===== src/rtl/if_stage.sv =====
// Instruction fetch stage: forwards PC handshakes to a one-cycle-latency instruction memory
// and presents fetched words to decode through a two-entry (output + skid) buffer.
module if_stage #(
    parameter int INSTR_WIDTH = 32
) (
    input  logic                   clock,
    input  logic                   reset,
    input  logic [8:0]             pc_in,
    input  logic                   pc_valid,
    output logic                   pc_ready,
    output logic                   imem_en,
    output logic [8:0]             imem_addr,
    input  logic [INSTR_WIDTH-1:0] imem_rdata,
    input  logic                   stall,
    input  logic                   flush,
    output logic                   id_valid,
    output logic [8:0]             id_pc,
    output logic [8:0]             id_pc_plus1,
    output logic [INSTR_WIDTH-1:0] id_instr
);

    typedef enum logic [1:0] {
        S_EMPTY = 2'd0,
        S_ONE   = 2'd1,
        S_TWO   = 2'd2
    } occ_e;

    occ_e                   state_q;
    logic                   f_valid_q;
    logic [8:0]             f_pc_q;
    logic [8:0]             skid_pc_q;
    logic [INSTR_WIDTH-1:0] skid_instr_q;
    logic [8:0]             id_pc_q;
    logic [INSTR_WIDTH-1:0] id_instr_q;

    logic skid_valid;
    logic accept;

    assign skid_valid = (state_q == S_TWO);

    // A full skid closes the intake: the one outstanding fetch always has a slot to land in.
    assign pc_ready  = !reset && !flush && !stall && !skid_valid;
    assign accept    = pc_valid && pc_ready;
    assign imem_en   = accept;
    assign imem_addr = pc_in;

    assign id_valid    = (state_q != S_EMPTY);
    assign id_pc       = id_pc_q;
    assign id_pc_plus1 = id_pc_q + 9'd1;
    assign id_instr    = id_instr_q;

    always_ff @(posedge clock) begin
        if (reset) begin
            state_q      <= S_EMPTY;
            f_valid_q    <= 1'b0;
            f_pc_q       <= '0;
            skid_pc_q    <= '0;
            skid_instr_q <= '0;
            id_pc_q      <= '0;
            id_instr_q   <= '0;
        end else begin
            f_valid_q <= accept;
            if (accept)
                f_pc_q <= pc_in;

            if (flush) begin
                state_q   <= S_EMPTY;
                f_valid_q <= 1'b0;
            end else begin
                // imem_rdata is only valid while f_valid_q is set, so every branch consumes it now.
                case (state_q)
                    S_EMPTY: begin
                        if (f_valid_q) begin
                            id_pc_q    <= f_pc_q;
                            id_instr_q <= imem_rdata;
                            state_q    <= S_ONE;
                        end
                    end
                    S_ONE: begin
                        if (stall) begin
                            if (f_valid_q) begin
                                skid_pc_q    <= f_pc_q;
                                skid_instr_q <= imem_rdata;
                                state_q      <= S_TWO;
                            end
                        end else if (f_valid_q) begin
                            id_pc_q    <= f_pc_q;
                            id_instr_q <= imem_rdata;
                        end else begin
                            state_q <= S_EMPTY;
                        end
                    end
                    S_TWO: begin
                        if (!stall) begin
                            id_pc_q    <= skid_pc_q;
                            id_instr_q <= skid_instr_q;
                            if (f_valid_q) begin
                                skid_pc_q    <= f_pc_q;
                                skid_instr_q <= imem_rdata;
                            end else begin
                                state_q <= S_ONE;
                            end
                        end
                    end
                    default: state_q <= S_EMPTY;
                endcase
            end
        end
    end

endmodule


===== config.mk =====
export PLATFORM = sky130hd
export DESIGN_NAME = if_stage
export DESIGN_NICKNAME = d
export VERILOG_FILES = /design/src/rtl/if_stage.sv
export SDC_FILE = /design/constraint.sdc
export NUM_CORES = 1
export LEC_CHECK = 0
export ABC_AREA = 1
export CORE_AREA = 2 2 98 138
export CTS_BUF_LIST = sky130_fd_sc_hd__clkbuf_4
export DETAILED_ROUTE_END_ITERATION = 6
export DIE_AREA = 0 0 100 140
export PLACE_DENSITY_LB_ADDON = 0.25
export SLEW_MARGIN = 20
export SYNTH_ARGS = -nofsm -noshare
export SYNTH_HDL_FRONTEND = slang
export SYNTH_SLANG_ARGS = --single-unit

===== constraint.sdc =====
create_clock -name clock -period 1.9 [get_ports clock]
set_clock_uncertainty 0.1 [all_clocks]
set_input_delay 0.57 -clock clock [delete_from_list [all_inputs] [get_ports clock]]
set_output_delay 0.57 -clock clock [all_outputs]
set_load 0.01 [all_outputs]

======== Yosys cells after proc, flatten, opt, wreduce, memory -nomap -nowiden ========
Index checks and enable logic that the tools add are counted.
word-level totals
  bits of input ports ..................... 46
  bits in registers ....................... 94
  logic and storage cells ................. 57
  output and inout port bits .............. 62
cells by class
  bitwise gates (word level) .............. 1
  reductions and logical operators ........ 16
  mux-type cells .......................... 23
  equality and inequality tests ........... 9
  add/sub/neg operators ................... 1
operator list
  cell                   number
  $mux W32               6
  $pmux W32 S3           1
  $pmux W32 S2           1
  $mux W9                6
  $pmux W9 S3            1
  $pmux W9 S2            1
  $mux W2                6
  $ne A2 B2 Y1 const B   5
  $add A9 B1 Y9 const B  1
  $reduce_and A4 Y1      2
  $ne A3 B3 Y1 const B   2
  $pmux W2 S3            1
  $reduce_and A5 Y1      1
  $logic_and A1 B1 Y1    4
  $logic_not A1 Y1       4
  $reduce_bool A2 Y1     2
  $reduce_bool A3 Y1     1
  $eq A2 B1 Y1 const B   1
  $eq A2 B2 Y1 const B   1
  $logic_not A2 Y1       1
  $reduce_or A2 Y1       1
  $not A1 Y1             1

======== Logic depth before layout (Yosys ltp) ========
Gate-level depths: netlist of run 1.
  depth in word-level cells ............... 5
  gate-level depth with buffers ........... 11
  gate-level depth less buffers ........... 9

======== Worst setup path after synthesis of run 1 ========
No wires, ideal clock.
  kind .................................... register -> output
  start ................................... register state_q[0]
  end ..................................... output pc_ready
  buffers on the path ..................... 3
  required time ........................... 1.230 ns
  data arrival time ....................... 1.530 ns
  setup slack ............................. -0.300 ns
  cell stages (with the launch flop) ...... 7
  cell sequence ........................... dfxtp_1 inv_1 ha_1 buf_6 buf_2 buf_2 nor4_1
between the ends
  word-level cells in the longest chain between the ends .. 3
ends and longest elaborated chain
  element                   line  source
  start: declaration        28    occ_e state_q;
  start signal: assignment  54    state_q <= S_EMPTY;
  start signal: assignment  67    state_q <= S_EMPTY;
  start signal: assignment  76    state_q <= S_ONE;
  $eq A2 B2 Y1              39    assign skid_valid = (state_q == S_TWO);
  $logic_not A1 Y1          42    assign pc_ready = !reset && !flush && !stall && !skid_valid;
  $logic_and A1 B1 Y1       42
  end: declaration          10    output logic pc_ready,
No other way between the ends.

======== Worst setup path in the final report of run 1 ========
  start ................................... register id_pc_q[1] (netlist: id_pc[1])
  end ..................................... output id_pc_plus1[7]
between the ends
  word-level cells in the longest chain between the ends .. 1
ends and longest elaborated chain
  element                   line  source
  start: declaration        33    logic [8:0] id_pc_q;
  start signal: assignment  74    id_pc_q <= f_pc_q;
  start signal: assignment  87    id_pc_q <= f_pc_q;
  start signal: assignment  95    id_pc_q <= skid_pc_q;
  $add A9 B1 Y9             49    assign id_pc_plus1 = id_pc_q + 9'd1;
  end: declaration          18    output logic [8:0] id_pc_plus1,
No other way between the ends.

==> metrics.csv, run 1 <==
metric,value,unit
status,"finished, violations left",
violations,setup timing,
cts-root-buf,clkbuf_4,
finalNonFillerCells,943,
die_w,100,um
gp_congestion,0.8165,
synth_cell_types,23,
synth_cells,638,
io_pins,108,
grt_pass1_vias,4120,
ys_seq_elements,94,
dieArea,0.01400,mm^2
drcViolationCount,0,
nets,836,
post-route-util,51.23,%
rsz0062_at_grt,yes,
crit_type,reg2out,
port_buffers,107,
std_cell_rows,49,
pre_cts_slack,-0.8493,ns
yosysWarnings,0,
hold_viol,0,
postCtsHoldBufs,0,
holdWs,0.3816,ns
post-route-period-util,116.0,%
htreeDepth,3,
drt_iter0_markers,284,
ys_seq_area_share,43.13,%
antenna_left,0,
synth_fp_nets,689,
critPathArrivalTime,1.53,ns
placed_cells,905,
worst-path-max-fanout,3,
diodes,0,
final_layout_size_suffix_gt1_share,26.20,%
clock_latency,0.45,ns
vias,4533,
initial_core_util,34.21,%
fmax,0.4536,GHz
numCtsBuffers,9,
drv_slew,0,
syn_area,0.004363,mm^2
antenna_found_initial,0,
area_delta_synth_final,49.73,%
maxCapViolCount,0,
firstDrtPassIters,5,
finalInstanceArea,0.006533,mm^2
critPathCaptureType,output pin,
cts.sinks,94,
cp.required,1.23,ns
cts_buffer_depth,2,
grt_usage,16.87,%
finalWirelength,13330,um
tightest_slew,0.3130,ns
ir_worst_vdd,0.2730,mV
startpoint_type,register,
reg2regPathDepth,10,
fin_ws,-0.3044,ns
leakage,3.143,nW
grt_pass1_wl,19100,um
core,0.01275,mm^2
slew_headroom,79.13,%
grt_max_degree,38,
cts_tree,built,
avgViaCountPerCell,4.807,
clkSlewWorstSetupHoldPaths,0.14,ns
post_dp_cell_area,0.005906,mm^2
fin_crit,2.204,ns
setup_viol,12,
grt_overflow_total,0,
dp_hpwl,8181,um
powerDensity,588.6,mW/mm^2
holdPathStages,2,
hold_class,reg2reg,
avgSynthCellArea,6.838,um^2
wl_per_cell,14.13,um
die_height,140,um
[timing repair]
action                                  CTS  global route
endpoints found under the setup margin  144            66
pin swaps                                 9            54
setup buffers                             7             6
cloned                                    0            10
gates resized for setup                 162            76
[synthesized netlist by cell type (all sizes together)]
master	number	share of area [%]
nand2	98	8.5
and2	1	0.14
xnor2	4	0.80
clkinv	1	0.086
o21ai	48	5.5
nor4	1	0.14
buf	24	4.1
nand3	48	5.5
a21oi	50	5.7
inv	55	4.7
ha	5	1.4
dfxtp	94	43
clkbuf	25	2.2
xor2	3	0.60
nor2	181	17
[final cells by class]
class,count,area (um^2)
Multi-Input combinational cell,439,2268
Fill cell,1241,6220
Tap cell,153,191.4
Clock buffer,9,67.56
Clock inverter,7,65.06
Inverter,56,220.2
Sequential cell,94,1898
Timing Repair Buffer,185,1822
[critical path, stage by stage (launching register included)]
cell and delay [ns]:
dfxtp_2 0.39, buf_6 0.12, nand3_4 0.09, nor2_4 0.13, nand3_2 0.08, xnor2_1 0.14, buf_2 0.14
[final timing paths]
| check | end | slack [ns] | from |
|---|---|---|---|
| setup / recovery | id_pc_plus1[7] | -0.30 | id_pc[1] |
| hold / removal | id_instr[2] | 0.38 | id_instr[2] |
| setup reg to reg | skid_instr_q[31] | -0.01 | state_q[0] |
| hold reg to reg | id_instr[2] | 0.38 | id_instr[2] |
[report_power, final]
group          total (mW)  internal [mW]  switching [mW]
registers            2.06           2.03          0.0372
logic               0.710          0.355           0.355
clock network        1.07          0.391           0.682
total                3.84           2.77            1.07
[through the flow]
stage / TNS [ns] / power (mW)
after floorplan: 0 / 2.420
after global placement: -34.50 / 2.766
after detailed placement: -36.25 / 2.775
after CTS: -2.933 / 3.816
after global routing: -4.999 / 4.026
final: -2.483 / 3.845
[placed cells by master, fill, tap and decap left out, drive strengths merged]
cell | Yosys | layout
buf | 24 | 88
clkdlybuf4s15 | 0 | 2
xnor2 | 4 | 4
bufinv | 0 | 1
o21ai | 48 | 48
nor2 | 181 | 181
clkbuf | 25 | 25
clkinvlp | 0 | 2
a21oi | 50 | 50
and2 | 1 | 1
xor2 | 3 | 3
inv | 55 | 56
ha | 5 | 5
clkdlybuf4s50 | 0 | 41
dlygate4sd2 | 0 | 36
clkinv | 1 | 4
nand3 | 48 | 48
dlymetal6s2s | 0 | 2
nor4 | 1 | 1
dfxtp | 94 | 94
nand2 | 98 | 98
[registers in the layout, indices dropped and copies added (netlist names)]
name          cells
id_instr         32
skid_pc_q         9
f_pc_q            9
state_q           2
id_pc             9
f_valid_q         1
skid_instr_q     32
[per-layer routing]
metal  global-route usage [%]  vias up  part of all wire, %
met5                        0        -                    0
met4                    5.191        0                  2.0
li1                         -     2284                    -
met3                    3.493       20                  4.9
met1                    19.01     2088                   40
met2                    31.37      141                   53
[cell families after synthesis]
| group | count (synthesis) | synth area share [%] |
|---|---|---|
| flops | 94 | 43.13 |
| fa+ha+maj | 5 | 1.434 |
| compound gates | 98 | 11.24 |
| xor+xnor | 7 | 1.405 |
| simple gates | 329 | 31.75 |
| buf+inv | 105 | 11.04 |
No activity file was read; power rests on OpenSTA's default activity.
==> run 2, diff against run 1 <==
--- a/config.mk
+++ b/config.mk
@@ -8,6 +8,7 @@
 export ABC_AREA = 1
 export CORE_AREA = 2 2 98 138
 export CTS_BUF_LIST = sky130_fd_sc_hd__clkbuf_4
+export CTS_CLUSTER_DIAMETER = 30
 export DETAILED_ROUTE_END_ITERATION = 6
 export DIE_AREA = 0 0 100 140
 export PLACE_DENSITY_LB_ADDON = 0.25
==> results of run 2 <==
Final layout, timing and power as in run 1 (identical DEF).
==> run 3, diff against run 2 <==
--- a/config.mk
+++ b/config.mk
@@ -12,6 +12,7 @@
 export DETAILED_ROUTE_END_ITERATION = 6
 export DIE_AREA = 0 0 100 140
 export PLACE_DENSITY_LB_ADDON = 0.25
+export SKIP_LAST_GASP = 1
 export SLEW_MARGIN = 20
 export SYNTH_ARGS = -nofsm -noshare
 export SYNTH_HDL_FRONTEND = slang
==> run 3 against run 2 <==
  * The flow still finishes with violations (setup timing)
  * Sequential power is essentially flat
  * Critical endpoint is now id_pc_plus1[6]
  * Via count shrank 2.4%
  * Maximum frequency is essentially flat
  * Count of clock-buffer cells in the layout is the same
  * Largest cell class unchanged
==> metrics.csv, run 3 (synthesis results as in run 1) <==
metric,value,unit
die_height,140,um
antenna_found_initial,0,
drcViolationCount,0,
diodes,0,
postCtsHoldBufs,0,
avgViaCountPerCell,4.719,
power,3.815,mW
nFillCells,1280,
io_pins,108,
status,"finished, violations left",
grtUsageMet1,19.01,%
antenna_left,0,
rr_startpoint,state_q[0],
cp_cell_sequence,ha_4 -> nand3_4 -> nor2_4 -> buf_4 -> xor2_1 -> buf_2,
nets,831,
post-route-period-util,115.9,%
cp_num_cells,6,
startpoint_type,register,
cts_buffer_depth,2,
finalNonFillerCells,938,
area_delta_synth_final,44.45,%
worst-path-max-fanout,2,
htreeDepth,3,
final_common_cell,nor2_1,
clkSlewWorstSetupHoldPaths,0.14,ns
reg2reg_slack,0,ns
setup_viol,12,
pre_cts_slack,-0.8493,ns
core,0.01275,mm^2
final_layout_size_suffix_gt1_share,23.57,%
powerDensity,605.3,mW/mm^2
maxCapViolCount,0,
cts-root-buf,clkbuf_4,
numCtsBuffers,9,
dp_hpwl,8181,um
rsz0062_at_grt,yes,
die_w,100,um
drt_iter0_markers,219,
cts.sinks,94,
crit_type,reg2out,
finalInstanceArea,0.006302,mm^2
critPathCaptureType,output pin,
layout_common_cells,"141 x nor2_1, 96 x nand2_1, 83 x dfxtp_1",
dieArea,0.01400,mm^2
std_cell_rows,49,
ir_worst_vdd,0.2768,mV
cpMaxStageDelayCell,dfxtp_2,
vias,4426,
fin_crit,2.202,ns
critPathTopFamily,flip-flops,
grt_max_degree,38,
wl_per_cell,13.30,um
post_dp_cell_area,0.005906,mm^2
critPathArrivalTime,1.53,ns
reg2regPathDepth,11,
violations,setup timing,
placed_cells,905,
slew_headroom,79.27,%
hold_viol,0,
grtUsageMet2,31.37,%
cp-startpoint,id_pc[1],
leakage,3.033,nW
slowest_delay,0.38,ns
drv_slew,0,
met3_usage,3.493,%
grt_pass1_vias,4120,
firstDrtPassIters,4,
fin_ws,-0.3022,ns
grt_usage,16.87,%
tightest_slew,0.3110,ns
cts_tree,built,
port_buffers,107,
holdWs,0.3760,ns
initial_core_util,34.21,%
gp_congestion,0.8165,
clock_latency,0.43,ns
hold_class,reg2reg,
finalWirelength,12480,um
grt_overflow_total,0,
worstPathBufferInverterCount,2,
busiest_layer,met2,
cp.required,1.23,ns
cp-endpoint,id_pc_plus1[6],
grt_pass1_wl,19100,um
r2r-end,id_instr[26],
fmax,0.4541,GHz
## run 3: changes by cell type in the layout (fill, tap and decap cells not counted), sizes merged
cell / previous run / this run
dlygate4sd2: 36 / 37
clkbuf: 25 / 19
## run 3: worst reg2reg max path: stages, from the launching register on
cell	delay, ns
dfxtp_2	0.36
inv_2	0.05
ha_4	0.17
buf_6	0.12
buf_12	0.12
nand2_4	0.07
nand2_4	0.05
nor2_4	0.14
and2_4	0.32
clkbuf_16	0.21
nor2_2	0.03
nor2_1	0.10
## run 3: worst min-delay path by stage
stage,startpoint,slack [ns],cells past startpoint,end
2_1_floorplan,f_pc_q[0],0.34,2,f_pc_q[0]
3_3_place_gp,f_pc_q[7],0.35,2,f_pc_q[7]
3_5_place_dp,f_pc_q[8],0.36,2,f_pc_q[8]
4_1_cts,f_pc_q[8],0.38,2,f_pc_q[8]
5_1_grt,f_pc_q[5],0.41,2,f_pc_q[5]
6_report,f_pc_q[8],0.38,2,f_pc_q[8]
## run 3: where the power goes
part           switching (mW)  leakage [nW]  internal (mW)
registers              0.0354         0.766           2.02
logic                   0.347          2.20          0.352
clock network           0.665        0.0647          0.391
## run 3: per-stage QoR
step                util, %  setup TNS, ns
floorplan                 -              0
global placement      46.31         -34.50
detailed placement    46.31         -36.25
CTS                   47.47         -2.996
global route          49.42         -5.229
finish                49.42         -2.411
## run 3: repair_timing
action	4_1_cts	5_1_grt
pin swaps	8	28
resized for setup	161	37
setup buffers	7	6
endpoints found under the setup margin	144	91
gates cloned	0	5
## run 3: final cells by class
type | instances | area (um^2) | share of cell area, %
flip-flops and latches | 94 | 1898 | 30.12
multi-input cells | 439 | 2193 | 34.80
clock buffers | 9 | 67.56 | 1.072
well taps | 153 | 191.4 | 3.038
repair buffers | 180 | 1674 | 26.56
inverters | 56 | 212.7 | 3.375
clock inverters | 7 | 65.06 | 1.032
## run 3: per-layer routing
layer	vias to the layer above	routed length (um)
met5	-	0
met4	0	183
met3	14	692
met2	137	6570
li1	2266	-
met1	2009	5029
==> variant 1, RTL diff (settings of run 3) <==
Reset style: asynchronous (`reset`), changed in one clocked block.
--- a/src/rtl/if_stage.sv
+++ b/src/rtl/if_stage.sv
@@ -49,7 +49,7 @@
     assign id_pc_plus1 = id_pc_q + 9'd1;
     assign id_instr    = id_instr_q;
 
-    always_ff @(posedge clock) begin
+    always_ff @(posedge clock or posedge reset) begin
         if (reset) begin
             state_q      <= S_EMPTY;
             f_valid_q    <= 1'b0;
Function: differs if reset is asserted again (counterexample within 4 cycles, from zero or initial values and one cycle with reset high); with reset held inactive, the same outputs for 4 cycles.
==> variant 1 against run 3 <==
Wire length up 0.12%. Sequential cell count unchanged. Critical path type unchanged. Design area up 1.0%. Worst setup slack lost 0.11 ns. Area after synthesis rose by 5.9%. Largest cell class is now registers. Utilization up 0.51 points. The run still ends with negative setup slack left.
Power is not compared: it rests on default switching activity, and its combinational part moved more than twofold at a synthesized area within 25%.
==> variant 1: results (changes against run 3) <==
{
  "gp_congestion": {"value": 0.7772, "change": "was 0.8165"},
  "share_of_post_route_cells_with_drive_strength_above_1": {"value": 17.89, "unit": "%", "change": "was 23.57%"},
  "critical_path.top_delay_family": {"value": "buffers and inverters", "change": "was flip-flops"},
  "failed_checks": {"value": "negative setup slack", "change": "unchanged"},
  "final_sum_of_negative_setup_slack": {"value": -3.044, "unit": "ns", "change": "was -2.411 ns"},
  "outcome": {"value": "finished, violations left", "change": "unchanged"},
  "post_synth_num_cell_types": {"value": 24, "change": "was 23"},
  "grt_start_max_net_pins": {"value": 53, "change": "was 38"},
  "n_fill_cell": {"value": 1296, "change": "was 1280"},
  "setup_slack_reg_to_reg": {"value": 0.05, "unit": "ns", "change": "was 0 ns"},
  "route.met2.wl": {"value": 6654, "unit": "um", "change": "was 6570 um"},
  "via_count_of_the_first_global_routing_pass": {"value": 4309, "change": "was 4120"},
  "dp.cells": {"value": 879, "change": "was 905"},
  "grt_use_met1": {"value": 23.18, "unit": "%", "change": "was 19.01%"},
  "final_worst_setup_slack": {"value": -0.4136, "unit": "ns", "change": "was -0.3022 ns"},
  "worst_ep_arrival_time": {"value": 1.64, "unit": "ns", "change": "was 1.53 ns"},
  "grt_util_all_layers": {"value": 18.61, "unit": "%", "change": "was 16.87%"},
  "met3RoutedLength": {"value": 507, "unit": "um", "change": "was 692 um"},
  "route.detailed.wl_per_inst": {"value": 13.67, "unit": "um", "change": "was 13.30 um"},
  "gr-usage-met2": {"value": 32.65, "unit": "%", "change": "was 31.37%"},
  "route.vias.total": {"value": 4379, "change": "was 4426"},
  "finalSetupViolations": {"value": 12, "change": "unchanged"},
  "initial_core_utilization": {"value": 36.24, "unit": "%", "change": "was 34.21%"},
  "reg2reg_depth": {"value": 9, "change": "was 11"},
  "yosys_most_used_dff": {"value": "sky130_fd_sc_hd__dfrtp_1", "change": "was sky130_fd_sc_hd__dfxtp_1"},
  "met3_usage": {"value": 3.443, "unit": "%", "change": "was 3.493%"},
  "netlist_top_cells_count": {"value": "sky130_fd_sc_hd__nand2_1, sky130_fd_sc_hd__dfrtp_1, sky130_fd_sc_hd__nand3_1", "change": "was sky130_fd_sc_hd__nor2_1, sky130_fd_sc_hd__nand2_1, sky130_fd_sc_hd__dfxtp_1"},
  "dp_hpwl": {"value": 8128, "unit": "um", "change": "was 8181 um"},
  "postSynthNetCount": {"value": 668, "change": "was 689"}
}
## variant 1: area by class of cell
| class | instances | area, um^2 | area share, % |
|---|---|---|---|
| Sequential cell | 94 | 2355 | 36.98 |
| Tap cell | 153 | 191.4 | 3.006 |
| Inverter | 18 | 75.07 | 1.179 |
| Clock inverter | 7 | 40.04 | 0.6288 |
| Timing Repair Buffer | 174 | 1592 | 25.00 |
| Clock buffer | 9 | 67.56 | 1.061 |
| Antenna cell | 1 | 2.502 | 0.03930 |
| Multi-Input combinational cell | 458 | 2044 | 32.11 |
## variant 1: cells by family after synthesis
kind of cell	after synthesis	share of synthesized area, %
fa+ha+maj	7	1.895
xor+xnor	4	0.7579
buf+inv	63	6.632
simple gates	402	34.70
flops	94	50.89
compound gates	45	5.116
## variant 1: what timing repair did
| action | CTS | global route |
|---|---|---|
| resized for setup | 170 | 18 |
| hold buffers | 0 | 0 |
| setup buffers | 14 | 5 |
| setup endpoints to repair | 103 | 61 |
| cloned | 0 | 2 |
| pin swaps | 3 | 5 |
==> variant 2, RTL diff (flow settings as in run 3) <==
Without the edit above. Set the parameter `INSTR_WIDTH` to 16 (it was 32).
--- a/src/rtl/if_stage.sv
+++ b/src/rtl/if_stage.sv
@@ -1,7 +1,7 @@
 // Instruction fetch stage: forwards PC handshakes to a one-cycle-latency instruction memory
 // and presents fetched words to decode through a two-entry (output + skid) buffer.
 module if_stage #(
-    parameter int INSTR_WIDTH = 32
+    parameter int INSTR_WIDTH = 16
 ) (
     input  logic                   clock,
     input  logic                   reset,
Ports: changed (resized id_instr and imem_rdata); port bits go from 108 to 76. No check against the original RTL was run, so the function may have changed too.
==> variant 2 against run 3 <==
The run still ends with negative setup slack left. Combinational power decreased by 38%. Design area decreased by 33%. Power decreased by 29%. Area after synthesis decreased by 34%. First-iteration DRC count decreased by 48%. Sequential share of layout area decreased by 0.38 points. Count of clock-buffer cells in the layout increased by 2. Non-clock buffer count decreased by 58. Sequential power decreased by 34%. Worst setup slack got worse by 0.0095 ns. Wire length decreased by 38%. Sequential cell count decreased by 32. Critical endpoint is now id_pc_plus1[4].
==> variant 2: results (changes against run 3) <==
{
  "postSynthRegisterBits": {"value": 62, "change": "was 94"},
  "critical_path.top_delay_family": {"value": "buffers and inverters", "change": "was flip-flops"},
  "final_cells": {"value": 673, "change": "was 938"},
  "cp-endpoint": {"value": "id_pc_plus1[4]", "change": "was id_pc_plus1[6]"},
  "synthesis.area_per_instance": {"value": 6.971, "unit": "um^2", "change": "was 6.838 um^2"},
  "yosysSeqAreaShare": {"value": 43.11, "unit": "%", "change": "was 43.13%"},
  "outcome": {"value": "finished, violations left", "change": "unchanged"},
  "cp_slowest_cell": {"value": "sky130_fd_sc_hd__dfxtp_4", "change": "was sky130_fd_sc_hd__dfxtp_2"},
  "netlist_top_cells_count": {"value": "sky130_fd_sc_hd__nor2_1, sky130_fd_sc_hd__nand2_1, sky130_fd_sc_hd__dfxtp_1", "change": "unchanged"},
  "dp.cells": {"value": 647, "change": "was 905"},
  "relSlewSlack": {"value": 76.73, "unit": "%", "change": "was 79.27%"},
  "peakVddDrop": {"value": 0.0002399, "unit": "V", "change": "was 0.0002768 V"},
  "setup_slack_reg_to_reg": {"value": 0.16, "unit": "ns", "change": "was 0 ns"},
  "grt_start_max_net_pins": {"value": 60, "change": "was 38"},
  "route.detailed.wl_per_inst": {"value": 11.55, "unit": "um", "change": "was 13.30 um"},
  "gr-usage-met2": {"value": 19.52, "unit": "%", "change": "was 31.37%"},
  "postSynthNetCount": {"value": 448, "change": "was 689"},
  "finalSetupViolations": {"value": 10, "change": "was 12"},
  "n_multi_input_combinational_cell": {"value": 293, "change": "was 439"},
  "drtIter0Drc": {"value": 114, "change": "was 219"},
  "synthTopCellsByArea": {"value": "sky130_fd_sc_hd__dfxtp_1, sky130_fd_sc_hd__nor2_1, sky130_fd_sc_hd__nand2_1, sky130_fd_sc_hd__o21ai_0, sky130_fd_sc_hd__nand4_1", "change": "was sky130_fd_sc_hd__dfxtp_1, sky130_fd_sc_hd__nor2_1, sky130_fd_sc_hd__nand2_1, sky130_fd_sc_hd__a21oi_1, sky130_fd_sc_hd__nand3_1"},
  "hold_slack": {"value": 0.3735, "unit": "ns", "change": "was 0.3760 ns"},
  "final_worst_setup_slack": {"value": -0.3117, "unit": "ns", "change": "was -0.3022 ns"},
  "power_frac_seq": {"value": 50.3, "unit": "%", "change": "was 54.0%"},
  "yosys.area_share.adder": {"value": 2.173, "unit": "%", "change": "was 1.434%"},
  "post_synth_num_cell_types": {"value": 26, "change": "was 23"},
  "power.leakage": {"value": 1.866, "unit": "nW", "change": "was 3.033 nW"},
  "final-clk-cell-share": {"value": 3.133, "unit": "%", "change": "was 2.104%"},
  "wl_met1": {"value": 3364, "unit": "um", "change": "was 5029 um"},
  "count_of_inserted_antenna_diode_cells": {"value": 1, "change": "was 0"},
  "multi_input_area_share": {"value": 34.73, "unit": "%", "change": "was 34.80%"},
  "failed_checks": {"value": "negative setup slack", "change": "unchanged"},
  "final-nonclk-buf-share": {"value": 25.45, "unit": "%", "change": "was 26.56%"},
  "clockNetworkPower": {"value": 907, "unit": "uW", "change": "was 1.06 mW"},
  "met3_usage": {"value": 2.196, "unit": "%", "change": "was 3.493%"}
}
[variant 2: cell count changes in the layout (fill, tap and decap cells not counted), sizes merged, moves of 14 or more]
cell / before / now
a21oi: 50 / 19
buf: 88 / 67
clkdlybuf4s50: 41 / 26
dfxtp: 94 / 62
inv: 56 / 25
nand2: 98 / 75
nand3: 48 / 15
nand4: 0 / 16
nor2: 181 / 120
o21ai: 48 / 34
[variant 2: per-stage QoR]
stage	TNS, ns	util, %	power (mW)	setup WS (ns)	area (um^2)
after CTS	-3.054	32.64	2.745	-0.3677	4163
after global placement	-16.47	31.29	1.836	-0.6405	3990
after global routing	-2.975	33.19	2.846	-0.4105	4233
after detailed placement	-18.72	31.29	1.839	-0.7043	3990
final	-2.041	33.19	2.700	-0.3117	4233
after floorplan	0	-	1.598	0.006703	2887
[variant 2: cell families after synthesis]
logic type,after synthesis
and+or+nand+nor,228
AOI/OAI and AO/OA,53
DFF,62
xor gates and xnor gates,7
adders and majority gates,5
buffers and inverters,58
